**src/rtl/autobaud_detect.sv**
```systemverilog
// autobaud_detect: times the bit period of an incoming 0x55 sync character
// on the UART receive line and turns it into the baud-generator select code
// (000=9600, 001=19200, 010=38400, 011=57600, 100=115200).
//
// Handshake: arm is a single-cycle request honoured only in IDLE; busy rises
// the cycle after arm is sampled and falls together with the one-cycle done
// (success) or err (failure) pulse. select/locked change only with done.
module autobaud_detect #(
    parameter int MIN_PULSE = 651,
    parameter int MAX_PULSE = 15625,
    parameter int IDLE_MIN  = 16
) (
    input  logic       clk,
    input  logic       rst,
    input  logic       rx,
    input  logic       arm,
    output logic [2:0] select,
    output logic       locked,
    output logic       busy,
    output logic       done,
    output logic       err,
    output logic [2:0] dbg_state
);

    localparam int HW = $clog2(IDLE_MIN + 1);

    localparam logic [HW-1:0] IDLE_MIN_C = HW'(IDLE_MIN);
    localparam logic [13:0]   MIN_P      = 14'(MIN_PULSE);
    localparam logic [13:0]   MAX_P      = 14'(MAX_PULSE);

    // Period thresholds (clk cycles per bit) separating the baud classes.
    localparam logic [13:0] TH_9600  = 14'd7812;
    localparam logic [13:0] TH_19200 = 14'd3906;
    localparam logic [13:0] TH_38400 = 14'd2170;
    localparam logic [13:0] TH_57600 = 14'd1302;

    typedef enum logic [2:0] {
        S_IDLE       = 3'd0,
        S_WAIT_HIGH  = 3'd1,
        S_WAIT_START = 3'd2,
        S_MEASURE    = 3'd3,
        S_CLASSIFY   = 3'd4
    } state_t;

    state_t      r_state;
    logic        r_rx_meta;
    logic        r_rx_sync;
    logic        r_rx_prev;
    logic [HW-1:0] r_hcnt;
    logic [16:0] r_t;
    logic [13:0] r_p;
    logic [3:0]  r_e;
    logic [2:0]  r_select;
    logic        r_locked;
    logic        r_busy;
    logic        r_done;
    logic        r_err;

    logic          w_edge;
    logic          w_fall;
    logic [HW-1:0] w_h_inc;
    logic [16:0]   w_t_inc;
    logic [13:0]   w_p_inc;
    logic [3:0]    w_e_inc;
    logic [13:0]   w_q;
    logic [2:0]    w_sel;

    assign w_edge  = r_rx_sync ^ r_rx_prev;
    assign w_fall  = r_rx_prev & ~r_rx_sync;
    assign w_h_inc = r_hcnt + 1'b1;
    assign w_t_inc = r_t + 17'd1;
    assign w_p_inc = r_p + 14'd1;
    assign w_e_inc = r_e + 4'd1;
    // Latched T spans 8 bit periods, so the per-bit period is T/8.
    assign w_q     = r_t[16:3];

    assign select    = r_select;
    assign locked    = r_locked;
    assign busy      = r_busy;
    assign done      = r_done;
    assign err       = r_err;
    assign dbg_state = r_state;

    // Two-flop synchronizer plus one delayed copy for edge detection; idle high.
    always_ff @(posedge clk or posedge rst) begin
        if (rst) begin
            r_rx_meta <= 1'b1;
            r_rx_sync <= 1'b1;
            r_rx_prev <= 1'b1;
        end else begin
            r_rx_meta <= rx;
            r_rx_sync <= r_rx_meta;
            r_rx_prev <= r_rx_sync;
        end
    end

    // Map the measured period onto the baud-select code.
    always_comb begin
        w_sel = 3'b100;
        if (w_q >= TH_9600)       w_sel = 3'b000;
        else if (w_q >= TH_19200) w_sel = 3'b001;
        else if (w_q >= TH_38400) w_sel = 3'b010;
        else if (w_q >= TH_57600) w_sel = 3'b011;
    end

    // Detection state machine with registered status outputs.
    always_ff @(posedge clk or posedge rst) begin
        if (rst) begin
            r_state  <= S_IDLE;
            r_hcnt   <= '0;
            r_t      <= '0;
            r_p      <= '0;
            r_e      <= '0;
            r_select <= 3'b000;
            r_locked <= 1'b0;
            r_busy   <= 1'b0;
            r_done   <= 1'b0;
            r_err    <= 1'b0;
        end else begin
            r_done <= 1'b0;
            r_err  <= 1'b0;
            case (r_state)
                S_IDLE: begin
                    if (arm) begin
                        r_state <= S_WAIT_HIGH;
                        r_hcnt  <= '0;
                        r_busy  <= 1'b1;
                    end
                end
                S_WAIT_HIGH: begin
                    // Require a clean idle-high stretch so we start on a real start bit.
                    if (r_rx_sync) begin
                        if (w_h_inc == IDLE_MIN_C) begin
                            r_state <= S_WAIT_START;
                        end else begin
                            r_hcnt <= w_h_inc;
                        end
                    end else begin
                        r_hcnt <= '0;
                    end
                end
                S_WAIT_START: begin
                    if (w_fall) begin
                        r_state <= S_MEASURE;
                        r_t     <= '0;
                        r_p     <= '0;
                        r_e     <= '0;
                    end
                end
                S_MEASURE: begin
                    r_t <= w_t_inc;
                    r_p <= w_p_inc;
                    if (w_edge) begin
                        if (w_p_inc < MIN_P) begin
                            r_err   <= 1'b1;
                            r_busy  <= 1'b0;
                            r_state <= S_IDLE;
                        end else begin
                            r_p <= '0;
                            r_e <= w_e_inc;
                            // 8th edge after the start edge closes the 8-bit window.
                            if (w_e_inc == 4'd8) begin
                                r_state <= S_CLASSIFY;
                            end
                        end
                    end else if (w_p_inc >= MAX_P) begin
                        r_err   <= 1'b1;
                        r_busy  <= 1'b0;
                        r_state <= S_IDLE;
                    end
                end
                S_CLASSIFY: begin
                    if ((w_q < MIN_P) || (w_q > MAX_P)) begin
                        r_err <= 1'b1;
                    end else begin
                        r_select <= w_sel;
                        r_locked <= 1'b1;
                        r_done   <= 1'b1;
                    end
                    r_busy  <= 1'b0;
                    r_state <= S_IDLE;
                end
                default: begin
                    r_busy  <= 1'b0;
                    r_state <= S_IDLE;
                end
            endcase
        end
    end

endmodule

```
**config.mk**
```make
export PLATFORM = sky130hd
export DESIGN_NAME = autobaud_detect
export DESIGN_NICKNAME = d
export VERILOG_FILES = /design/src/rtl/autobaud_detect.sv
export SDC_FILE = /design/constraint.sdc
export NUM_CORES = 1
export LEC_CHECK = 0
export CORE_ASPECT_RATIO = 1.5
export CORE_UTILIZATION = 27
export CTS_CLUSTER_SIZE = 10
export DETAILED_ROUTE_END_ITERATION = 7
export HOLD_SLACK_MARGIN = 0.02
export PLACE_DENSITY_LB_ADDON = 0.2
export SYNTH_ARGS = -nofsm -noshare
export SYNTH_HDL_FRONTEND = slang
export SYNTH_SLANG_ARGS = --single-unit
```
**constraint.sdc**
```tcl
create_clock -name clk -period 2.6 [get_ports clk]
set_clock_uncertainty 0.05 [all_clocks]
set_input_delay 0.52 -clock clk [delete_from_list [all_inputs] [get_ports clk]]
set_output_delay 0.52 -clock clk [all_outputs]
set_load 0.03 [all_outputs]
```
Word level (Yosys, flattened, before mapping) --
Cells that the tools add are included.
Cells by class: add/subtract/negate cells 4, order comparisons 8, equality and inequality tests 16, multiplexer cells 39, bitwise gates (word level) 5, reduce and logical (&&, ||, !) cells 11
Operators by type and width (count):
- $mux W14 | 3
- $mux W3 | 12
- $pmux W17 S2 | 1
- $ge A14 B12 Y1 const B | 2
- $lt A14 B10 Y1 const B | 2
- $pmux W14 S2 | 1
- $add A17 B1 Y17 const B | 1
- $mux W17 | 1
- $mux W5 | 3
- $add A14 B1 Y14 const B | 1
- $ge A14 B11 Y1 const B | 1
- $ge A14 B13 Y1 const B | 1
- $ge A14 B14 Y1 const B | 1
- $gt A14 B14 Y1 const B | 1
- $mux W4 | 3
- $ne A2 B2 Y1 const B | 6
- $pmux W3 S4 | 1
- $mux W1 | 10
- $pmux W5 S2 | 1
- $ne A3 B3 Y1 const B | 3
- $pmux W4 S2 | 1
- $reduce_and A4 Y1 | 2
- $eq A3 B2 Y1 const B | 2
- $reduce_and A6 Y1 | 1
- 18 further kinds | 22
Storage, ports and cells: register bits after elaboration 53, bits of input ports 4, output and inout bits 10, logic and storage cells 96

Longest topological paths before layout --
depth after elaboration 6, mapped depth 10, mapped depth without buffers 9

Worst setup path after synthesis --
OpenSTA, ideal clock, no wires.
kind register to register, start reg r_p[0], end reg r_p[3], library setup time 64 ps, data arrival time 2296 ps, data required time 2486 ps, path slack 190 ps, stages on the path, launching flop included 11, path buffers 2, clock period less this slack 2410 ps, cell sequence dfrtp_1 ha_1 buf_2 or3_1 a221oi_1 o31ai_1 o211a_1 o31a_1 buf_6 nor3b_2 a21o_1
On the way: word-level cells in the longest chain between the ends 5
RTL lines:
- start, declared | line 51 | logic [13:0] r_p;
- start signal, assigned | line 152 | r_p <= w_p_inc;
- $add A14 B1 Y14 (*) | line 72 | assign w_p_inc = r_p + 14'd1;
- $lt A14 B10 Y1 | line 154 | if (w_p_inc < MIN_P) begin
- $mux W14 | line 154
- $mux W14 (*) | line 153 | if (w_edge) begin
- $pmux W14 S2 (*) | line 122 | case (r_state)
Mark *: on every way between the ends. The rest lies on a longest branch, timed or not. A chain may end at the register's enable or synchronous reset.

Worst setup path after layout --
start reg r_p[0], end reg r_busy (netlist: busy)
On the way: word-level cells in the longest chain between the ends 4, elaborated cells between the ends (all ways) 6, classes of those cells add/sub (1); order compare (2); eq/ne (2); reduce/logical (1)
RTL lines:
- $add A14 B1 Y14 (*) | line 72
- $lt A14 B10 Y1 / $ge A14 B14 Y1 (equally long branches) | line 154, 166
- $ne A3 B3 Y1 (no source line)
- $reduce_and A4 Y1 (no source line) (*)
- end signal, assigned | line 156 | r_busy <= 1'b0;
- end signal, assigned | line 168 | r_busy <= 1'b0;
- end signal, assigned | line 180 | r_busy <= 1'b0;
- end, declared | line 55 | logic r_busy;
Marks and branches as above.

==> run metrics <==
status completed; critical path arrival 2.58 ns; main combinational cell family by area after synthesis simple AND/OR/NAND/NOR gates; measured slew at the worst slew-check pin 0.403 ns; total gr overflow 0; Seq/Total Area, Yosys 40.3%; via count of the first global-routing pass 2792; Core ar. 0.0120 mm^2; H-tree Lvls 2; hold_buf cts 0; Synth area leader dfrtp_1; Initial Utilization 27.6%; Synth Area in Compound Gates 21.6%; drt total wl 8.51 mm; GP Congestion 0.842; PortBufs 13; global-route wire length before repair 13.9 mm; post-synthesis mux area share 2.65%; max-cap violations 0; Cells after Synth 384; IO Pins 14; final net count 414; Setup TNS 0 ns; min Tclk post-route 2.45 ns; Final setup viols 0; Pleak 1.70 nW; Core Util, Final 32.3%; share of cells above drive strength 1 12.9%; Yosys reg bits 53; CTS sink count 53; unique cell type count in the Yosys netlist 60; syn avg cell area 8.60 um^2; WP data required 2.74 ns; top cells by area, synth dfrtp_1 38%, o21ai_0 5.0%, nand2_1 3.9%; initial antenna violation count 0; root buffer cell clkbuf_16; post-synthesis simple-gate area fraction 23.9%; fraction of registers with async set/reset 100%; met2 Use GR 26.7%; Worst slew margin 72.8%; largest net degree at the start of global routing 38; Max Root-Sink Buffers 2; Tcrit/Tclk final 94.2%; GRT met3 Usage 2.15%; critical path peak fanout 8; Setup crit start kind register; Mapped Nets 395; Max VDD drop 0.000319 V; most frequent cell after synthesis dfrtp_1; Vias/cell 5.23; cell area after synthesis 0.00330 mm^2; Synth Flop Type dfrtp_1; PD cells 466 mW/mm^2; RSZ-0062 raised after global routing false; hpwl dp 6.19 mm; Post-synth EDFFs 0; TritonRoute pass-1 iters 4; overall power 1.80 mW; Via Count 2912; CTS clk-pin slew, worst paths 0.08 ns; fmax 408 MHz; CTS tree built; grt peak-use layer met2; initial drt markers 102; Die Width 92.3 um; Die ar. 0.0127 mm^2; Num CTS Buffers 5; Slew Limit Fails 0; area share of the largest cell type after synthesis 37.9%; Area Overhead vs Synth 16.9%; xor/xnor share of the synthesized area 2.65%; antenna cells 0; Total GRT Usage 14.1%; HP Class reg2reg; adder-cell area share of the yosys netlist 2.65%; drt drc 0; row count 49; final hold violations 0; Post-synth top cells 50 x dfrtp_1, 34 x nand2_1, 33 x o21ai_0; Yosys warning count 0; met1 Usage GRT 15.8%; Final ANT Viol Nets 0; Clock Latency Late Sink 0.30 ns; die span in y 137 um; WL per Instance 15.3 um; Setup crit end kind register; Worst Path Class, Setup reg2reg
area by class of cell:
cell class	instances	area, um^2
clock buffer	5	125
inverter	18	67.6
sequential	53	1330
timing repair buffer	40	345
clock inverter	3	25.0
fill	1265	8100
tap	153	191
multi-input combinational	285	1780
state kept, by name, summed over array words and instances (netlist names):
name / cells
busy: 1
dbg_state: 3
done: 1
err: 1
locked: 1
r_e: 4
r_hcnt: 5
r_p: 14
r_rx_meta: 1
r_rx_prev: 1
r_rx_sync: 1
r_t: 17
select: 3
final timing paths:
path	from	end	slack (ns)	cells after the start
min in group asynchronous	rst	r_t[7]$_DFFE_PP0P_	0.47	2
worst min register to register	r_rx_meta$_DFF_PP1_	r_rx_sync$_DFF_PP1_	0.31	0
worst max register to register	r_p[0]$_DFFE_PP0P_	busy$_DFFE_PP0P_	0.15	9
max in group asynchronous	rst	r_rx_prev$_DFF_PP1_	1.42	3
worst min-delay path	r_rx_meta$_DFF_PP1_	r_rx_sync$_DFF_PP1_	0.31	0
worst max-delay path	r_p[0]$_DFFE_PP0P_	busy$_DFFE_PP0P_	0.15	9
placed cells by master, fill, tap and decap left out, types with 9 or more instances in the layout:
cell type | Yosys | routed
a21oi_1 | 15 | 15
o21ai_0 | 33 | 33
inv_1 | 18 | 17
nand2_1 | 34 | 34
dfrtp_1 | 50 | 50
nand3_1 | 22 | 22
o31ai_1 | 13 | 13
buf_4 | 2 | 26
nor2_1 | 28 | 28
and3_1 | 9 | 9
nand4_1 | 10 | 10
clkdlybuf4s50_1 | 0 | 13
nor3_1 | 18 | 18
logic make-up (layout without fill, tap and decap cells):
family	after synthesis	in the layout
and+or+nand+nor	151	151
buffers and inverters	46	66
adders and majority gates	7	7
AOI/OAI and AO/OA	109	109
DFF	53	53
xor gates and xnor gates	10	10
muxes	8	8
repair_timing:
| action | in CTS | in global routing |
|---|---|---|
| gates resized for setup | 0 | 2 |
| endpoints found under the setup margin | 0 | 10 |
| setup buffers | 0 | 1 |
| hold endpoints to repair | 0 | 0 |
per-layer routing:
layer	vias to the layer above	routed length, um
met5	-	0
met4	0	191
met3	12	200
met2	43	4490
met1	1420	3630
li1	1437	-
where the power goes:
group          switching, mW  internal [mW]  total (mW)  leakage (nW)
Combinational          0.136         0.0870       0.223         0.902
Sequential            0.0155          0.848       0.863         0.722
Clock                  0.346          0.365       0.712        0.0708
stage by stage:
| stage | instances | setup WS, ns | instance area [um^2] | hold WS, ns |
|---|---|---|---|---|
| 4_1_cts | 556 | 0.0283 | 3840 | 0.309 |
| 3_5_place_dp | 548 | 0.0454 | 3690 | 0.300 |
| 5_1_grt | 557 | 0.00414 | 3860 | 0.314 |
| 6_report | 557 | 0.151 | 3860 | 0.308 |
| 2_1_floorplan | 384 | 0.190 | 3300 | 0.295 |
| 3_3_place_gp | 548 | 0.105 | 3690 | 0.302 |
worst max-delay path: stages, from the launching register on:
cell and delay (ns):
dfrtp_1 0.41, ha_1 0.26, or3_1 0.36, a221oi_1 0.31, o31ai_1 0.12, o211a_1 0.17, o21ai_1 0.21, buf_4 0.20
a2bb2oi_1 0.16, o31ai_1 0.10
Power figures use the tool's default switching activity.
